## src/rtl/ultrasonic_pkg.sv

```systemverilog
// Shared timing constants and phase type for the ultrasonic array datapath.
// Defaults describe the 10.24 MHz board clock driving 40 kHz transducers.
package ultrasonic_pkg;

  localparam int unsigned DEF_CLK_FREQ = 10_240_000;
  localparam int unsigned DEF_OUT_FREQ = 40_000;
  localparam int unsigned PERIOD       = DEF_CLK_FREQ / DEF_OUT_FREQ;
  localparam int unsigned PHASE_W      = $clog2(PERIOD);

  typedef logic [PHASE_W-1:0] phase_t;

endpackage

```

## src/rtl/sync_edge_detect.sv

```systemverilog
// Two-flop synchroniser for the board-to-board sync input plus a registered
// rising-edge pulse that lands together with the synchronised level rising.
module sync_edge_detect (
  input  logic clk,
  input  logic rst_n,
  input  logic async_i,
  output logic sync_o,
  output logic rise_o
);

  logic meta_q, meta_d;
  logic sync_q, sync_d;
  logic rise_q, rise_d;

  always_comb begin
    meta_d = async_i;
    sync_d = meta_q;
    // meta_q has had a full cycle to settle before it reaches the detect flop
    rise_d = meta_q & ~sync_q;
  end

  always_ff @(posedge clk or negedge rst_n) begin
    if (!rst_n) begin
      meta_q <= 1'b0;
      sync_q <= 1'b0;
      rise_q <= 1'b0;
    end else begin
      meta_q <= meta_d;
      sync_q <= sync_d;
      rise_q <= rise_d;
    end
  end

  assign sync_o = sync_q;
  assign rise_o = rise_q;

endmodule

```

## src/rtl/transducer_driver.sv

```systemverilog
// Multi-channel phased square-wave generator with double-buffered phase
// updates and master/slave board-to-board period synchronisation.
module transducer_driver
  import ultrasonic_pkg::*;
#(
  parameter  int unsigned CLK_FREQ          = DEF_CLK_FREQ,
  parameter  int unsigned OUT_FREQ          = DEF_OUT_FREQ,
  parameter  int unsigned NUM_CHANNELS      = 2,
  parameter  int unsigned MASTER            = 1,
  parameter  int unsigned SYNC_PULSE_CYCLES = 4,
  parameter  int unsigned SYNC_COMP         = 3,
  localparam int unsigned PER               = CLK_FREQ / OUT_FREQ,
  localparam int unsigned PH_W              = $clog2(PER)
) (
  input  logic                                   clk,
  input  logic                                   rst_n,
  input  logic [NUM_CHANNELS-1:0][PH_W-1:0]      phases,
  input  logic                                   phases_valid,
  input  logic                                   enable,
  input  logic                                   sync_in,
  output logic                                   sync_out,
  output logic [NUM_CHANNELS-1:0]                trans,
  output logic                                   phase_error,
  output logic                                   locked,
  output logic                                   period_start
);

  localparam int unsigned HALF  = PER / 2;
  localparam int unsigned TMO   = 2 * PER;
  localparam int unsigned TMR_W = $clog2(TMO + 1);

  logic [PH_W-1:0]                     cnt_q, cnt_d;
  logic [NUM_CHANNELS-1:0][PH_W-1:0]   active_q, active_d;
  logic [NUM_CHANNELS-1:0][PH_W-1:0]   shadow_q, shadow_d;
  logic                                pending_q, pending_d;
  logic [NUM_CHANNELS-1:0]             trans_q, trans_d;
  logic                                sync_out_q, sync_out_d;
  logic                                phase_error_q, phase_error_d;
  logic                                locked_q, locked_d;
  logic                                period_start_q, period_start_d;
  logic [TMR_W-1:0]                    tmr_q, tmr_d;

  logic            sync_s, sync_rise;
  logic            wrap_c, load_c, boundary_c, in_range_c;
  logic [PH_W-1:0] cnt_nat_c;

  sync_edge_detect u_sync (
    .clk     (clk),
    .rst_n   (rst_n),
    .async_i (sync_in),
    .sync_o  (sync_s),
    .rise_o  (sync_rise)
  );

  // Counter, phase update path and sync/lock tracking
  always_comb begin
    wrap_c     = (cnt_q == PH_W'(PER - 1));
    load_c     = (MASTER == 0) && sync_rise;
    boundary_c = wrap_c || load_c;
    cnt_nat_c  = wrap_c ? '0 : cnt_q + PH_W'(1);
    cnt_d      = load_c ? PH_W'(SYNC_COMP) : cnt_nat_c;

    in_range_c = 1'b1;
    for (int unsigned i = 0; i < NUM_CHANNELS; i++) begin
      if ((PH_W+1)'(phases[i]) >= (PH_W+1)'(PER)) in_range_c = 1'b0;
    end

    active_d      = active_q;
    shadow_d      = shadow_q;
    pending_d     = pending_q;
    phase_error_d = phases_valid && !in_range_c;
    if (boundary_c && pending_q) begin
      active_d  = shadow_q;
      pending_d = 1'b0;
    end
    if (phases_valid && in_range_c) begin
      if (boundary_c) begin
        active_d  = phases;
        pending_d = 1'b0;
      end else begin
        shadow_d  = phases;
        pending_d = 1'b1;
      end
    end

    period_start_d = (cnt_q == '0);

    tmr_d    = tmr_q;
    locked_d = locked_q;
    if (load_c) begin
      tmr_d    = '0;
      locked_d = (cnt_nat_c == PH_W'(SYNC_COMP));
    end else begin
      if (tmr_q != TMR_W'(TMO)) tmr_d = tmr_q + TMR_W'(1);
      if (tmr_q >= TMR_W'(TMO - 1)) locked_d = 1'b0;
    end

    if (MASTER != 0) begin
      locked_d   = 1'b1;
      sync_out_d = (32'(cnt_d) < SYNC_PULSE_CYCLES);
    end else begin
      sync_out_d = sync_s;
    end
  end

  // Per-channel phase compare: (cnt - phase) mod PER against half period
  for (genvar g = 0; g < NUM_CHANNELS; g++) begin : g_ch
    logic [PH_W:0] diff_raw, diff_mod;
    assign diff_raw   = {1'b0, cnt_q} - {1'b0, active_q[g]};
    assign diff_mod   = diff_raw[PH_W] ? diff_raw + (PH_W+1)'(PER) : diff_raw;
    assign trans_d[g] = enable && (diff_mod < (PH_W+1)'(HALF));
  end

  always_ff @(posedge clk or negedge rst_n) begin
    if (!rst_n) begin
      cnt_q          <= '0;
      active_q       <= '0;
      shadow_q       <= '0;
      pending_q      <= 1'b0;
      trans_q        <= '0;
      sync_out_q     <= 1'b0;
      phase_error_q  <= 1'b0;
      locked_q       <= 1'b0;
      period_start_q <= 1'b0;
      tmr_q          <= '0;
    end else begin
      cnt_q          <= cnt_d;
      active_q       <= active_d;
      shadow_q       <= shadow_d;
      pending_q      <= pending_d;
      trans_q        <= trans_d;
      sync_out_q     <= sync_out_d;
      phase_error_q  <= phase_error_d;
      locked_q       <= locked_d;
      period_start_q <= period_start_d;
      tmr_q          <= tmr_d;
    end
  end

  assign trans        = trans_q;
  assign sync_out     = sync_out_q;
  assign phase_error  = phase_error_q;
  assign locked       = locked_q;
  assign period_start = period_start_q;

endmodule

```

## config.mk

```make
export PLATFORM = sky130hd
export DESIGN_NAME = transducer_driver
export DESIGN_NICKNAME = d
export VERILOG_FILES = /design/src/rtl/ultrasonic_pkg.sv /design/src/rtl/sync_edge_detect.sv /design/src/rtl/transducer_driver.sv
export SDC_FILE = /design/constraint.sdc
export NUM_CORES = 1
export LEC_CHECK = 0
export CORE_MARGIN = 2
export CORE_UTILIZATION = 50
export CTS_CLUSTER_SIZE = 24
export DETAILED_ROUTE_END_ITERATION = 10
export PLACE_DENSITY_LB_ADDON = 0.08
export SLEW_MARGIN = 10
export SYNTH_ARGS = -nofsm -noshare
export SYNTH_HDL_FRONTEND = slang
export SYNTH_SLANG_ARGS = --single-unit
```

## constraint.sdc

```tcl
create_clock -name clk -period 5.9 [get_ports clk]
set_clock_uncertainty 0.15 [all_clocks]
set_input_delay 0.59 -clock clk [delete_from_list [all_inputs] [get_ports clk]]
set_output_delay 0.59 -clock clk [all_outputs]
set_load 0.05 [all_outputs]
```

* Word level (Yosys, flattened, before mapping)
Cells that the tools add are included.
** Storage, ports and cells
- Bits of input ports :: 21
- Word-level logic and storage cells :: 35
- Register bits :: 46
** Operators by class
- Muxes and demuxes :: 9
- Reductions and logical operators :: 6
- Order comparisons :: 3
- $add $sub $neg :: 5
- Equality and inequality tests :: 1
- Bitwise operators :: 1
** Operators by type and width (count)
- 2-to-1 mux 16 bit :: 3
- adder 9 bit (second input constant) :: 2
- < comparator 9 x 8 -> 1 bit (second input constant) :: 2
- 2-to-1 mux 9 bit :: 2
- subtractor 8 x 8 -> 9 bit :: 2
- adder 8 x 1 -> 8 bit (second input constant) :: 1
- == test 8 bit (second input constant) :: 1
- zero test 8 bit :: 1
- < comparator 8 x 3 -> 1 bit (second input constant) :: 1
- 2-to-1 mux 8 bit :: 1
- logical AND 1 bit :: 3
- 2-to-1 mux 1 bit :: 3
- AND reduction 2 bit :: 1
- nonzero test 2 bit :: 1
- NOT 1 bit :: 1

* Logic depth before layout (Yosys ltp)
- Depth after elaboration :: 5
- Depth in mapped cells :: 7
- Depth with buffers taken out :: 6

* Worst setup path before layout
No wires, ideal clock.
- Path type :: register -> register
- From :: reg cnt_q[1]
- To :: reg shadow_q[0] in the netlist's numbering
- Path buffers :: 2
- Required time :: 5.625 ns
- Clock period less this slack :: 1.916 ns
- Slack :: 3.984 ns
- Setup time :: 0.125 ns
- Data arrival time :: 1.641 ns
- Cell stages (with the launch flop) :: 8
- Cell sequence :: dfrtp_1 -> ha_1 -> nand3_1 -> or2_1 -> buf_6 -> nand2_8 -> buf_12 -> mux2_4
** On the way
- Longest elaborated chain between the ends :: 3
** RTL lines
- start: declaration :: line transducer_driver.sv:32 : logic [PH_W-1:0] cnt_q, cnt_d;
- start signal: assignment :: line transducer_driver.sv:127 : cnt_q <= cnt_d;
- == test 8 bit :: line transducer_driver.sv:57 : wrap_c = (cnt_q == PH_W'(PER - 1));
- NOT 1 bit (no line)
- AND reduction 2 bit (no line)
- end signal: assignment :: line transducer_driver.sv:129 : shadow_q <= shadow_d;
- end: declaration :: line transducer_driver.sv:34 : logic [NUM_CHANNELS-1:0][PH_W-1:0] shadow_q, shadow_d;
Every way passes these cells.
A chain may end at the register's enable or synchronous reset.

* Final worst setup path
- From :: reg cnt_q[0]
- To :: reg shadow_q[10] in the netlist's numbering
The elaborated chain is that of the path after synthesis.

==> flow_summary.json <==
{
  "result_of_the_run": "complete, no violations",
  "synth_seq_area_share_pct": 44.7,
  "synth_register_bits": 46,
  "die-height_um": 75.7,
  "cts-buffers-inserted": 5,
  "power_report.internal_total_w": 0.000475,
  "grt_setup_unrepaired": "no",
  "critPathLaunchType": "flip-flop",
  "floorplan.die.width_um": 75.7,
  "nNetsFinal": 292,
  "cp-startpoint": "cnt_q[0]",
  "power.share.clock_pct": 31.0,
  "synth-adder-area-share_pct": 6.81,
  "top_cell_type_s_share_of_synthesized_area_pct": 44.7,
  "vias_in_the_first_global_route": 1713,
  "worst-setup-path-type": "reg -> reg",
  "grt_antenna_before_repair": 0,
  "grt.overflow.total": 0,
  "max-clock-path-buffers": 2,
  "tightest_slew_ps": 1020,
  "achievable_frequency_mhz": 423,
  "critPathArrivalTime_ps": 2390,
  "vias": 1819,
  "fin_crit_sh_pct": 40.1,
  "layout_commonest_cell": "sky130_fd_sc_hd__dfrtp_1",
  "postSynth.asyncResetShare_pct": 100,
  "hold-worst-slack_ps": 313,
  "cts_max_level": 2,
  "power.leakage_nw": 1.27,
  "max-slew-margin-rel_pct": 32.3,
  "starting_density_pct": 51.0,
  "antennaDiodeCount": 0,
  "drt_wl_total_um": 4910,
  "area_fraction_in_compound_gates_after_synthesis_pct": 17.0,
  "total_switching_power_w": 0.000156,
  "synth_simple_gate_area_share_pct": 13.1,
  "tns_ps": 0,
  "commonest_non_fill_non_tap_cells_in_the_layout": "sky130_fd_sc_hd__dfrtp_1 (46), sky130_fd_sc_hd__clkdlybuf4s50_1 (23), sky130_fd_sc_hd__inv_1 (18), sky130_fd_sc_hd__a22oi_1 (16), sky130_fd_sc_hd__o21ai_0 (15)",
  "yosys_warnings": 0,
  "clock_sinks": 46,
  "placement_rows": 26,
  "areaGrowthSynthToFinish_pct": 12.5,
  "hold_violations": 0,
  "required_ps": 5930,
  "syn_inst": 239,
  "drt-pass1-iter-count": 4,
  "grt_start_max_net_pins": 47,
  "switching_share_pct": 24.7,
  "final_routed_wire_length_divided_by_cell_count_um": 15.0,
  "cap_violations": 0,
  "gpl.final_weighted_congestion": 0.767,
  "unique_cell_type_count_in_the_yosys_netlist": 47,
  "post-route-drc-count": 0,
  "synth-main-ff-cell": "sky130_fd_sc_hd__dfrtp_1",
  "drt_first_iter_violations": 113,
  "layout-drive-gt1-share_pct": 15.5,
  "ctsHoldBuffers": 0,
  "synth.avg_cell_area_um2": 10.8,
  "synth.largest_area_cell": "sky130_fd_sc_hd__dfrtp_1",
  "grt_first_pass_wirelength_um": 8160,
  "timing_max_transition_violations_final": 0,
  "synth-edff-count": 0,
  "postLayoutCoreUtil_pct": 57.4,
  "p_seq_share_pct": 55.0,
  "rr_worst_depth": 6,
  "dieArea_um2": 5740,
  "synth_nets": 274,
  "power.ir.vdd_worst_v": 0.000180,
  "crit_fanout": 22,
  "synth_area_in_xor_xnor_pct": 2.38,
  "period_minus_slack_ps": 2360,
  "synth.cell_area_um2": 2570,
  "cts_repair_resize_count": 0,
  "muxShareOfSynthArea_pct": 8.90,
  "pwr_cell_area_nw_per_um2": 218,
  "endpoint_kind": "flip-flop",
  "place.detailed.hpwl_um": 3340,
  "clk_latency_ps": 290,
  "combPwrFrac_pct": 14.0,
  "synth_top_family_by_area": "compound AO/OA/AOI/OAI gates",
  "clock_tree_root": "sky130_fd_sc_hd__clkbuf_8",
  "post_cts.repair.setup_buffers": 0,
  "place.port_buffers": 24,
  "drt.antenna.violating_nets": 0,
  "floorplan.core_area_um2": 5040,
  "io-pin-count": 27,
  "setup_viols_final": 0,
  "reg2reg_from": "cnt_q[0]",
  "grt_util_all_layers_pct": 18.7,
  "detail_route.vias_per_cell": 5.55,
  "tritoncts": "built",
  "clk_transition_reported_paths_ps": 80,
  "synth.area.top_cells": "sky130_fd_sc_hd__dfrtp_1 (45%), sky130_fd_sc_hd__ha_1 (6.8%), sky130_fd_sc_hd__mux2_4 (5.8%)",
  "holdCritPathClass": "in -> async"
}
[final timing paths]
kind,endpoint,slack [ps]
hold reg to reg,active_q[3],340
setup reg to reg,shadow_q[10],3540
hold / removal,sync_out,310
setup / recovery,shadow_q[10],3540
max in group asynchronous,active_q[6],4660
min in group clk,active_q[3],340
[synthesized netlist by cell type, types with 3 or more instances]
library cell and count:
sky130_fd_sc_hd__nand4_1 3, sky130_fd_sc_hd__ha_1 14, sky130_fd_sc_hd__a22oi_1 16, sky130_fd_sc_hd__mux2_2 7, sky130_fd_sc_hd__nand2b_1 3, sky130_fd_sc_hd__nand2_1 12, sky130_fd_sc_hd__o22a_2 6, sky130_fd_sc_hd__inv_1 18
sky130_fd_sc_hd__a21oi_1 4, sky130_fd_sc_hd__nor2b_1 5, sky130_fd_sc_hd__mux2_4 10, sky130_fd_sc_hd__nand3_1 6, sky130_fd_sc_hd__buf_2 4, sky130_fd_sc_hd__nor3_1 5, sky130_fd_sc_hd__clkbuf_1 5, sky130_fd_sc_hd__nor4_1 3
sky130_fd_sc_hd__xor2_1 5, sky130_fd_sc_hd__nor2_1 9, sky130_fd_sc_hd__o2bb2ai_1 4, sky130_fd_sc_hd__dfrtp_1 46, sky130_fd_sc_hd__a31oi_1 6, sky130_fd_sc_hd__o21ai_0 15
[metal layers]
layer | vias up | GRT usage, % | share of wire, %
met5 | - | 0 | 0
met4 | 0 | 4.48 | 1.2
met3 | 7 | 4.10 | 4.3
met2 | 34 | 29.3 | 46
met1 | 886 | 26.6 | 48
li1 | 892 | - | -
[power by group through the flow]
| stage | registers (W) | clock network [W] | logic, W |
|---|---|---|---|
| 5_1_grt | 0.000350 | 0.000215 | 0.0000989 |
| 4_1_cts | 0.000347 | 0.000203 | 0.0000898 |
| 6_report | 0.000347 | 0.000196 | 0.0000884 |
| 3_5_place_dp | 0.000353 | 0 | 0.0000895 |
| 3_3_place_gp | 0.000353 | 0 | 0.0000875 |
| 2_1_floorplan | 0.000357 | 0 | 0.0000512 |
[registers in the layout (all words and copies together), names as in the netlist]
signal and flops:
trans 2, cnt_q 8, period_start 1, shadow_q 16, active_q 16, pending_q 1, locked 1, sync_out 1
[critical path, stage by stage, from the launching register on]
cell and delay (ps):
sky130_fd_sc_hd__dfrtp_1 460, sky130_fd_sc_hd__ha_1 300, sky130_fd_sc_hd__nand3_1 160, sky130_fd_sc_hd__or2_1 340, sky130_fd_sc_hd__buf_4 260, sky130_fd_sc_hd__nand2_8 200, sky130_fd_sc_hd__mux2_2 370
[area by class of cell]
type                    count  area [µm²]
inverters                  18        67.6
flip-flops and latches     46        1150
fillers                   468        2150
repair buffers             26         250
clock inverters             1        5.00
multi-input cells         160        1250
well taps                  70        87.6
clock buffers               7        86.3
[cells by family (layout without fill, tap and decap cells)]
kind of cell / Yosys count / count (layout)
AO/OA/AOI/OAI: 62 / 62
XOR/XNOR: 7 / 7
adder cells (fa/ha/maj): 14 / 14
buffers and inverters: 33 / 52
flip-flops: 46 / 46
multiplexers: 17 / 17
other: 2 / 2
AND/OR/NAND/NOR: 58 / 58
[stage by stage]
step                      area [µm²]  cells  power, W  setup WS [ps]
after floorplan                 2570    239  0.000408           3980
after global placement          2800    320  0.000441           3330
after detailed placement        2800    320  0.000443           3240
after CTS                       2890    328  0.000640           3520
after global routing            2890    328  0.000663           3360
final                           2890    328  0.000631           3540
Power figures use the tool's default switching activity.
